<file path="src/rtl/mem_arbiter_if.sv">
// Bus bundle between the core (IF and MEM stages), the arbiter and the memory array.
// The slave modport is the arbiter's view. The master modport is the core/memory side.
interface mem_arbiter_if #(
    parameter int MEM_AW = 6,
    parameter int ADDR_W = MEM_AW + 2
);
    logic              if_req;
    logic [ADDR_W-1:0] if_addr;
    logic [31:0]       if_rdata;
    logic              if_valid;
    logic              d_read;
    logic              d_write;
    logic [2:0]        d_funct3;
    logic [ADDR_W-1:0] d_addr;
    logic [31:0]       d_wdata;
    logic [31:0]       d_rdata;
    logic              d_done;
    logic              d_err;
    logic              stall;
    logic [MEM_AW-1:0] mem_addr;
    logic              mem_read;
    logic              mem_write;
    logic [31:0]       mem_wdata;
    logic [31:0]       mem_rdata;

    modport slave (
        input  if_req, if_addr, d_read, d_write, d_funct3, d_addr, d_wdata, mem_rdata,
        output if_rdata, if_valid, d_rdata, d_done, d_err, stall,
               mem_addr, mem_read, mem_write, mem_wdata
    );

    modport master (
        output if_req, if_addr, d_read, d_write, d_funct3, d_addr, d_wdata, mem_rdata,
        input  if_rdata, if_valid, d_rdata, d_done, d_err, stall,
               mem_addr, mem_read, mem_write, mem_wdata
    );
endinterface

</file>
<file path="src/rtl/mem_arbiter.sv">
// Single-port memory arbiter: data accesses have priority over fetch.
// Sub-word stores are done as a read followed by a merged write (RMW_WR).
module mem_arbiter #(
    parameter int MEM_AW = 6,
    parameter int ADDR_W = MEM_AW + 2
) (
    input  logic           clk,
    input  logic           rst,
    mem_arbiter_if.slave   bus
);
    typedef enum logic {IDLE = 1'b0, RMW_WR = 1'b1} state_t;

    localparam logic [2:0] F3_B  = 3'b000;
    localparam logic [2:0] F3_H  = 3'b001;
    localparam logic [2:0] F3_W  = 3'b010;
    localparam logic [2:0] F3_BU = 3'b100;
    localparam logic [2:0] F3_HU = 3'b101;

    state_t            state_q, state_d;
    logic [31:0]       hold_q;
    logic [ADDR_W-1:0] d_addr;
    logic [ADDR_W-1:0] if_addr;
    logic [MEM_AW-1:0] d_word;
    logic [MEM_AW-1:0] if_word;
    logic [1:0]        d_off;
    logic [2:0]        f3;
    logic              d_req;
    logic              acc_err;
    logic              rmw_start;
    logic              unused_if_lsb;

    assign d_addr        = bus.d_addr;
    assign if_addr       = bus.if_addr;
    assign d_word        = d_addr[ADDR_W-1:2];
    assign if_word       = if_addr[ADDR_W-1:2];
    assign d_off         = d_addr[1:0];
    assign f3            = bus.d_funct3;
    assign d_req         = bus.d_read | bus.d_write;
    assign unused_if_lsb = ^if_addr[1:0];

    // A store is legal only as SB/SH/SW. A load is legal only as LB/LH/LW/LBU/LHU.
    // H-type needs even addresses and W-type needs word-aligned addresses.
    function automatic logic access_illegal(input logic is_wr, input logic [2:0] fn,
                                            input logic [1:0] off);
        logic bad;
        if (is_wr)
            bad = !(fn == F3_B || fn == F3_H || fn == F3_W);
        else
            bad = (fn == 3'b011 || fn == 3'b110 || fn == 3'b111);
        if (fn[1:0] == 2'b01 && off[0])
            bad = 1'b1;
        if (fn[1:0] == 2'b10 && off != 2'b00)
            bad = 1'b1;
        return bad;
    endfunction

    function automatic logic [31:0] load_extend(input logic [31:0] word, input logic [2:0] fn,
                                                input logic [1:0] off);
        logic [7:0]  b;
        logic [15:0] h;
        logic [31:0] res;
        b = word[{off, 3'b000} +: 8];
        h = off[1] ? word[31:16] : word[15:0];
        case (fn)
            F3_B:    res = {{24{b[7]}}, b};
            F3_H:    res = {{16{h[15]}}, h};
            F3_BU:   res = {24'h0, b};
            F3_HU:   res = {16'h0, h};
            F3_W:    res = word;
            default: res = 32'h0;
        endcase
        return res;
    endfunction

    function automatic logic [31:0] merge_lane(input logic [31:0] word, input logic [31:0] wdata,
                                               input logic [2:0] fn, input logic [1:0] off);
        logic [31:0] res;
        res = word;
        if (fn == F3_B)
            res[{off, 3'b000} +: 8] = wdata[7:0];
        else
            res[{off[1], 4'b0000} +: 16] = wdata[15:0];
        return res;
    endfunction

    assign acc_err   = access_illegal(bus.d_write, f3, d_off);
    assign rmw_start = d_req & bus.d_write & ~acc_err & (f3 == F3_B || f3 == F3_H);

    // State register; the hold word is captured on the read half of an RMW.
    always_ff @(posedge clk) begin
        if (rst) begin
            state_q <= IDLE;
            hold_q  <= 32'h0;
        end else begin
            state_q <= state_d;
            if (state_q == IDLE && rmw_start)
                hold_q <= bus.mem_rdata;
        end
    end

    always_comb begin
        state_d = state_q;
        case (state_q)
            IDLE:    if (rmw_start) state_d = RMW_WR;
            RMW_WR:  state_d = IDLE;
            default: state_d = IDLE;
        endcase
    end

    // Output decode. Every output is forced low while reset is high.
    always_comb begin
        bus.mem_addr  = '0;
        bus.mem_read  = 1'b0;
        bus.mem_write = 1'b0;
        bus.mem_wdata = 32'h0;
        bus.d_rdata   = 32'h0;
        bus.d_done    = 1'b0;
        bus.d_err     = 1'b0;
        bus.if_rdata  = 32'h0;
        bus.if_valid  = 1'b0;
        if (!rst) begin
            case (state_q)
                IDLE: begin
                    if (d_req) begin
                        bus.mem_addr = d_word;
                        bus.d_done   = 1'b1;
                        if (acc_err) begin
                            bus.d_err = 1'b1;
                        end else if (bus.d_write) begin
                            if (f3 == F3_W) begin
                                bus.mem_write = 1'b1;
                                bus.mem_wdata = bus.d_wdata;
                            end else begin
                                bus.mem_read = 1'b1;
                                bus.d_done   = 1'b0;
                            end
                        end else begin
                            bus.mem_read = 1'b1;
                            bus.d_rdata  = load_extend(bus.mem_rdata, f3, d_off);
                        end
                    end else if (bus.if_req) begin
                        bus.mem_addr = if_word;
                        bus.mem_read = 1'b1;
                        bus.if_rdata = bus.mem_rdata;
                        bus.if_valid = 1'b1;
                    end
                end
                RMW_WR: begin
                    bus.mem_addr  = d_word;
                    bus.mem_write = 1'b1;
                    bus.mem_wdata = merge_lane(hold_q, bus.d_wdata, f3, d_off);
                    bus.d_done    = 1'b1;
                end
                default: ;
            endcase
        end
        bus.stall = ~rst & ((d_req & ~bus.d_done) | (bus.if_req & ~bus.if_valid));
    end
endmodule

</file>
<file path="src/flat_wrapper.sv">
// flat-port wrapper written by rule: the top's interface ports become plain ports
module mem_arbiter_flat 
#(
    parameter int MEM_AW = 6,
    parameter int ADDR_W = MEM_AW + 2
)
  (clk, rst, bus_if_req, bus_if_addr, bus_d_read, bus_d_write, bus_d_funct3, bus_d_addr, bus_d_wdata, bus_mem_rdata, bus_if_rdata, bus_if_valid, bus_d_rdata, bus_d_done, bus_d_err, bus_stall, bus_mem_addr, bus_mem_read, bus_mem_write, bus_mem_wdata);
  mem_arbiter_if #(.MEM_AW(MEM_AW), .ADDR_W(ADDR_W)) bus_i ();
  input  logic clk;
  input  logic rst;
  input wire logic [$bits(bus_i.if_req)-1:0] bus_if_req;
  input wire logic [$bits(bus_i.if_addr)-1:0] bus_if_addr;
  input wire logic [$bits(bus_i.d_read)-1:0] bus_d_read;
  input wire logic [$bits(bus_i.d_write)-1:0] bus_d_write;
  input wire logic [$bits(bus_i.d_funct3)-1:0] bus_d_funct3;
  input wire logic [$bits(bus_i.d_addr)-1:0] bus_d_addr;
  input wire logic [$bits(bus_i.d_wdata)-1:0] bus_d_wdata;
  input wire logic [$bits(bus_i.mem_rdata)-1:0] bus_mem_rdata;
  output wire logic [$bits(bus_i.if_rdata)-1:0] bus_if_rdata;
  output wire logic [$bits(bus_i.if_valid)-1:0] bus_if_valid;
  output wire logic [$bits(bus_i.d_rdata)-1:0] bus_d_rdata;
  output wire logic [$bits(bus_i.d_done)-1:0] bus_d_done;
  output wire logic [$bits(bus_i.d_err)-1:0] bus_d_err;
  output wire logic [$bits(bus_i.stall)-1:0] bus_stall;
  output wire logic [$bits(bus_i.mem_addr)-1:0] bus_mem_addr;
  output wire logic [$bits(bus_i.mem_read)-1:0] bus_mem_read;
  output wire logic [$bits(bus_i.mem_write)-1:0] bus_mem_write;
  output wire logic [$bits(bus_i.mem_wdata)-1:0] bus_mem_wdata;
  assign bus_i.if_req = bus_if_req;
  assign bus_i.if_addr = bus_if_addr;
  assign bus_i.d_read = bus_d_read;
  assign bus_i.d_write = bus_d_write;
  assign bus_i.d_funct3 = bus_d_funct3;
  assign bus_i.d_addr = bus_d_addr;
  assign bus_i.d_wdata = bus_d_wdata;
  assign bus_i.mem_rdata = bus_mem_rdata;
  assign bus_if_rdata = bus_i.if_rdata;
  assign bus_if_valid = bus_i.if_valid;
  assign bus_d_rdata = bus_i.d_rdata;
  assign bus_d_done = bus_i.d_done;
  assign bus_d_err = bus_i.d_err;
  assign bus_stall = bus_i.stall;
  assign bus_mem_addr = bus_i.mem_addr;
  assign bus_mem_read = bus_i.mem_read;
  assign bus_mem_write = bus_i.mem_write;
  assign bus_mem_wdata = bus_i.mem_wdata;
  mem_arbiter #(.MEM_AW(MEM_AW), .ADDR_W(ADDR_W)) u_core (.clk(clk), .rst(rst), .bus(bus_i));
endmodule
</file>
<file path="config.mk">
export PLATFORM = sky130hd
export DESIGN_NAME = mem_arbiter_flat
export DESIGN_NICKNAME = d
export VERILOG_FILES = /design/src/rtl/mem_arbiter_if.sv /design/src/rtl/mem_arbiter.sv /design/src/flat_wrapper.sv
export SDC_FILE = /design/constraint.sdc
export NUM_CORES = 1
export LEC_CHECK = 0
export CORE_AREA = 2 2 127 98
export DETAILED_ROUTE_END_ITERATION = 6
export DIE_AREA = 0 0 129 100
export GPL_ROUTABILITY_DRIVEN = 0
export GPL_TIMING_DRIVEN = 1
export HOLD_SLACK_MARGIN = 0.05
export PLACE_DENSITY = 0.71
export SYNTH_ARGS = -nofsm -noshare
export SYNTH_HDL_FRONTEND = slang
export SYNTH_SLANG_ARGS = --single-unit
</file>
<file path="constraint.sdc">
create_clock -name clk -period 2 [get_ports clk]
set_input_delay 0.3 -clock clk [delete_from_list [all_inputs] [get_ports clk]]
set_output_delay 0.3 -clock clk [all_outputs]
set_load 0.01 [all_outputs]
</file>
Word level (Yosys, flattened, before mapping)
Cells that the tools add are included.
{"block": "op_classes", "eq_ne": 9, "shift": 5, "reduce_logical": 10, "add_sub_neg": 2, "muxes": 54, "n_bitwise": 13}
{"cell": "32-bit two-way mux", "count": 15}
{"cell": "32-bit case mux with 5 select lines", "count": 1}
{"cell": "32-bit bitwise mux", "count": 2}
{"cell": "32-bit case mux with 2 select lines", "count": 1}
{"cell": "16-bit by 7-bit variable shift with 32-bit output (first input constant)", "count": 1}
{"cell": "8-bit by 7-bit variable shift with 32-bit output (first input constant)", "count": 1}
{"cell": "16-bit by 7-bit variable part select with 32-bit output", "count": 1}
{"cell": "32-bit by 6-bit variable part select with 8-bit output", "count": 1}
{"cell": "8-bit by 7-bit variable part select with 32-bit output", "count": 1}
{"cell": "1-bit two-way mux", "count": 27}
{"cell": "6-bit two-way mux", "count": 3}
{"cell": "16-bit two-way mux", "count": 1}
{"cell": "5-bit negation with 7-bit output", "count": 2}
{"cell": "3-bit equality test (second input constant)", "count": 4}
{"cell": "6-bit case mux with 2 select lines", "count": 1}
{"cell": "1-bit bitwise AND", "count": 6}
{"cell": "3-bit by 2-bit equality test with 1-bit output (second input constant)", "count": 2}
{"cell": "1-bit case mux with 2 select lines", "count": 3}
{"cell": "1-bit NOT", "count": 5}
{"cell": "1-bit logical OR", "count": 4}
{"cell": "3-bit by 1-bit equality test with 1-bit output (second input constant)", "count": 1}
{"cell": "1-bit logical AND", "count": 3}
{"cell": "3-bit logical NOT", "count": 1}
{"cell": "2-bit by 1-bit equality test with 1-bit output (second input constant)", "count": 1}
{"cell": "other kinds (4)", "count": 5}
{"block": "totals", "out_inout_bits": 108, "in_bits": 88, "wordCells": 95, "ff_bits": 33}

Logic depth before layout (Yosys ltp)
{"block": "depth", "word_depth": 15, "mapped_depth": 9, "ltp_nobuf": 6}

Least setup slack after synthesis
No wires, ideal clock.
{"block": "synth_timing", "kind": "input to output", "start": "input port bus_d_addr[1]", "end": "output port bus_d_rdata[24]", "cell_stages": 8, "slack_ps": -191, "path_buffers": 2, "required_ps": 1700, "arrival_ps": 1891, "cell_sequence": "buf_2 -> inv_1 -> ha_1 -> nand2b_1 -> a221oi_2 -> nand4_1 -> clkbuf_1 -> a21oi_1"}
{"block": "synth_between", "elab_chain_cells": 7, "word_cells_on_any_way": 11, "cone_classes": "shift (1); mux (8); reduce/logical (2)"}
{"element": "from (decl)", "line_no": "flat_wrapper.sv:16", "source": "input wire logic [$bits(bus_i.d_addr)-1:0] bus_d_addr;"}
{"element": "32-bit by 6-bit variable part select with 8-bit output (tied with other cells)", "line_no": "mem_arbiter.sv:62", "source": "b = word[{off, 3'b000} +: 8];"}
{"element": "32-bit case mux with 5 select lines or 1-bit logical AND (tied branches)", "line_no": "mem_arbiter.sv:64, mem_arbiter.sv:52"}
{"element": "32-bit two-way mux or 1-bit two-way mux (tied branches)", "line_no": "mem_arbiter.sv:129, mem_arbiter.sv:52"}
{"element": "32-bit two-way mux *", "line_no": "mem_arbiter.sv:127", "source": "if (acc_err) begin"}
{"element": "32-bit two-way mux *", "line_no": "mem_arbiter.sv:124", "source": "if (d_req) begin"}
{"element": "32-bit two-way mux *", "line_no": "mem_arbiter.sv:122", "source": "case (state_q)"}
{"element": "32-bit two-way mux *", "line_no": "mem_arbiter.sv:121", "source": "if (!rst) begin"}
{"element": "to (decl)", "line_no": "flat_wrapper.sv:21", "source": "output wire logic [$bits(bus_i.d_rdata)-1:0] bus_d_rdata;"}
Mark *: on every way between the ends. The rest lies on a longest branch, timed or not.

Worst setup path after layout
{"block": "layout_timing", "start": "input port bus_d_addr[1]", "end": "output port bus_mem_wdata[29]"}
{"block": "layout_between", "elab_chain_cells": 7, "word_cells_on_any_way": 16, "cone_classes": "add/sub (2); shift (4); mux (8); reduce/logical (2)"}
{"element": "branches (longest 5 deep; another with 5-bit negation with 7-bit output)"}
{"element": "32-bit case mux with 2 select lines *", "line_no": "mem_arbiter.sv:122"}
{"element": "32-bit two-way mux *", "line_no": "mem_arbiter.sv:121"}
{"element": "to (decl)", "line_no": "flat_wrapper.sv:28", "source": "output wire logic [$bits(bus_i.mem_wdata)-1:0] bus_mem_wdata;"}
Mark *: on every way between the ends.

==> impl_metrics.env <==
export IMPL_status="finished with violations"
export IMPL_violations="negative setup slack"
export IMPL_ant_nets=0
export IMPL_min_delay_path_class="reg2reg"
export IMPL_cpPeakStageDelay_ns=0.34
export IMPL_critical_path_slowest_cell="a221o_1"
export IMPL_synth_most_common_cell="a21oi_1"
export IMPL_dp_hpwl_mm=13.9
export IMPL_path_clk_slew_ns=0.05
export IMPL_drt_iter0_markers=752
export IMPL_async_flop_share=0
export IMPL_drv_cap=0
export IMPL_cp_common_cell="buf_6"
export IMPL_peakVddDrop_mv=0.301
export IMPL_fin_skew_ns=0.00262
export IMPL_period_minus_slack_ns=2.13
export IMPL_layout_drive_gt1_share=0.460
export IMPL_synth_edf_count=0
export IMPL_yosys_top_cells_count="88 x a21oi_1, 41 x o21ai_0, 38 x clkbuf_1, 37 x nor2_1, 35 x nand3_1"
export IMPL_grt_start_max_net_pins=34
export IMPL_r2r_slack_ns=0.26
export IMPL_wirelength_mm=20.7
export IMPL_p_total_w=0.00254
export IMPL_crit_required_ns=1.70
export IMPL_yosysTopAreaCell="dfxtp_1"
export IMPL_syn_nets=594
export IMPL_startpoint_type="input port"
export IMPL_antenna_found_initial=0
export IMPL_grt_setup_unrepaired="yes"
export IMPL_grt_overflow=0
export IMPL_num_rows=35
export IMPL_core_area_mm2=0.0119
export IMPL_die_w_um=129
export IMPL_worstPathArrival_ns=1.83
export IMPL_endpoint_kind="output port"
export IMPL_synth_cell_type_count=49
export IMPL_cts_buffer_depth=2
export IMPL_synth_area_mm2=0.00345
export IMPL_synth_area_leaders="dfxtp_1 19%, a21oi_1 13%, mux2i_1 7.8%"
export IMPL_gr_usage_met3=0.0730
export IMPL_htreeDepth=2
export IMPL_dr_pass1_iters=5
export IMPL_wl_per_cell_um=21.7
export IMPL_clk_latency_ns=0.28
export IMPL_ys_ff_latch=33
export IMPL_timing_hold_ws_ns=0.494
export IMPL_fin_util=0.595
export IMPL_start_util=0.291
export IMPL_tritoncts="yes"
export IMPL_drc=0
export IMPL_vias=5606
export IMPL_grt_use_total=0.294
export IMPL_relSlewSlack=0.734
export IMPL_yosysSeqAreaShare=0.192
export IMPL_crit_fanout=4
export IMPL_grt_busiest_layer="met2"
export IMPL_fin_ws_ns=-0.126
export IMPL_clock_sinks=33
export IMPL_synth_cells=501
export IMPL_dieArea_mm2=0.0129
export IMPL_diodes=0
export IMPL_area_delta_synth_final_pct=105
export IMPL_power_density_mw_per_mm2=360
export IMPL_timing_fmax_ghz=0.470
export IMPL_viasPerCell=5.89
export IMPL_critPathKind="in2out"
export IMPL_use_met1=0.371
export IMPL_ios=196
export IMPL_synth_top_cell_area_share=0.192
export IMPL_root_buffer="clkbuf_16"
export IMPL_leakage_nw=3.16
export IMPL_fin_crit_sh=1.06
export IMPL_critical_path_cell_chain="buf_12 > inv_8 > buf_6 > ha_4 > nor4bb_4 > buf_4 > buf_6 > a221o_1 > a22oi_2 > nor2_1 > buf_2"
export IMPL_yosysWarnings=0
export IMPL_cts_hold_buf=0
export IMPL_cts_buffers=5
export IMPL_met2_usage=0.483
export IMPL_setup_viol=31
export IMPL_synth_ff_type="dfxtp_1"
export IMPL_grt_pass1_wl_mm=29.2
export IMPL_grt_pass1_vias=5358
export IMPL_post_place_ws_ns=-0.947
export IMPL_num_nets_final=877
export IMPL_port_buffers=193
export IMPL_hold_viol_final=0
export IMPL_postSynthAreaPerCell_um2=6.89
export IMPL_die_h_um=100
export IMPL_report_final_slew_viol_count=0
export IMPL_worstMarginPinSlew_ns=0.388
-- repair_timing --
item | in CTS | in global routing
endpoints found under the setup margin | 108 | 103
gates resized for setup | 528 | 67
pin swaps | 56 | 52
cloned | 7 | 1
endpoints found under the hold margin | 0 | 0
setup buffers | 40 | 7
-- cells by family after synthesis --
logic type / share of synthesized area
AO/OA/AOI/OAI: 0.377
AND/OR/NAND/NOR: 0.252
buffers and inverters: 0.0758
flip-flops: 0.192
multiplexers: 0.0849
adder cells (fa/ha/maj): 0.0181
-- flip-flops by register name, indices dropped and copies added (netlist names) --
register and count:
u_core.state_q 1, u_core.hold_q 32
-- worst paths after layout --
| path | from | endpoint | depth (start not counted) |
|---|---|---|---|
| hold / removal | u_core.hold_q[2] | u_core.hold_q[2] | 2 |
| setup / recovery | bus_d_addr[1] | bus_mem_wdata[29] | 11 |
| setup reg to reg | u_core.state_q | u_core.hold_q[7] | 7 |
| hold reg to reg | u_core.hold_q[2] | u_core.hold_q[2] | 2 |
-- final cells by class --
cell class / instances / area (um2)
flip-flops and latches: 33 / 662
fillers: 1007 / 4810
clock inverters: 3 / 17.5
well taps: 166 / 208
inverters: 7 / 45.0
multi-input cells: 407 / 3150
repair buffers: 330 / 2860
clock buffers: 5 / 125
-- per-stage QoR --
step | TNS [ns] | cells | area [um2]
floorplan | -0.131 | 501 | 3630
finish | -1.97 | 951 | 7060
detailed placement | -82.17 | 896 | 6260
global route | -4.91 | 951 | 7060
CTS | -0.775 | 947 | 6710
global placement | -77.31 | 896 | 6260
-- per-layer routing --
layer  wire length, um  up-vias  share of wire
li1                  -     2467              -
met1              8140     2690           0.39
met2              9480      396           0.46
met3              2200       53           0.11
met4               824        0          0.040
met5                 0        -              0
-- placed cells by master (no fill, tap or decap), types with 5 or more instances in the layout --
cell type	netlist	final
a22o_1	6	6
mux2i_1	27	27
dlygate4sd2_1	0	11
buf_4	2	95
nand3_1	35	35
a21oi_1	88	52
dfxtp_1	33	32
nand2_2	1	8
and3_1	34	31
buf_8	0	6
a22oi_1	23	19
clkdlybuf4s50_1	0	72
a21oi_2	1	29
buf_2	8	96
o21ai_0	41	39
nand2_1	33	24
nor2_2	0	6
nor3_1	10	7
a221o_1	16	16
a221oi_4	0	5
buf_6	2	27
buf_12	0	13
o22a_1	5	5
clkbuf_16	0	6
a21oi_4	0	8
nor2_1	37	30
-- critical path, delay by kind of cell --
family	cells	cell delay, ns
buffers and inverters	6	0.65
AO/OA/AOI/OAI	2	0.48
adder cells (fa/ha/maj)	1	0.29
AND/OR/NAND/NOR	2	0.10
-- where the power goes --
part | total [W] | internal, W | switching (W) | leakage [nW]
Sequential | 0.000700 | 0.000678 | 0.0000225 | 0.268
Clock | 0.000740 | 0.000456 | 0.000285 | 0.0696
Combinational | 0.00110 | 0.000556 | 0.000544 | 2.82
No activity file was read; power rests on OpenSTA's default activity.
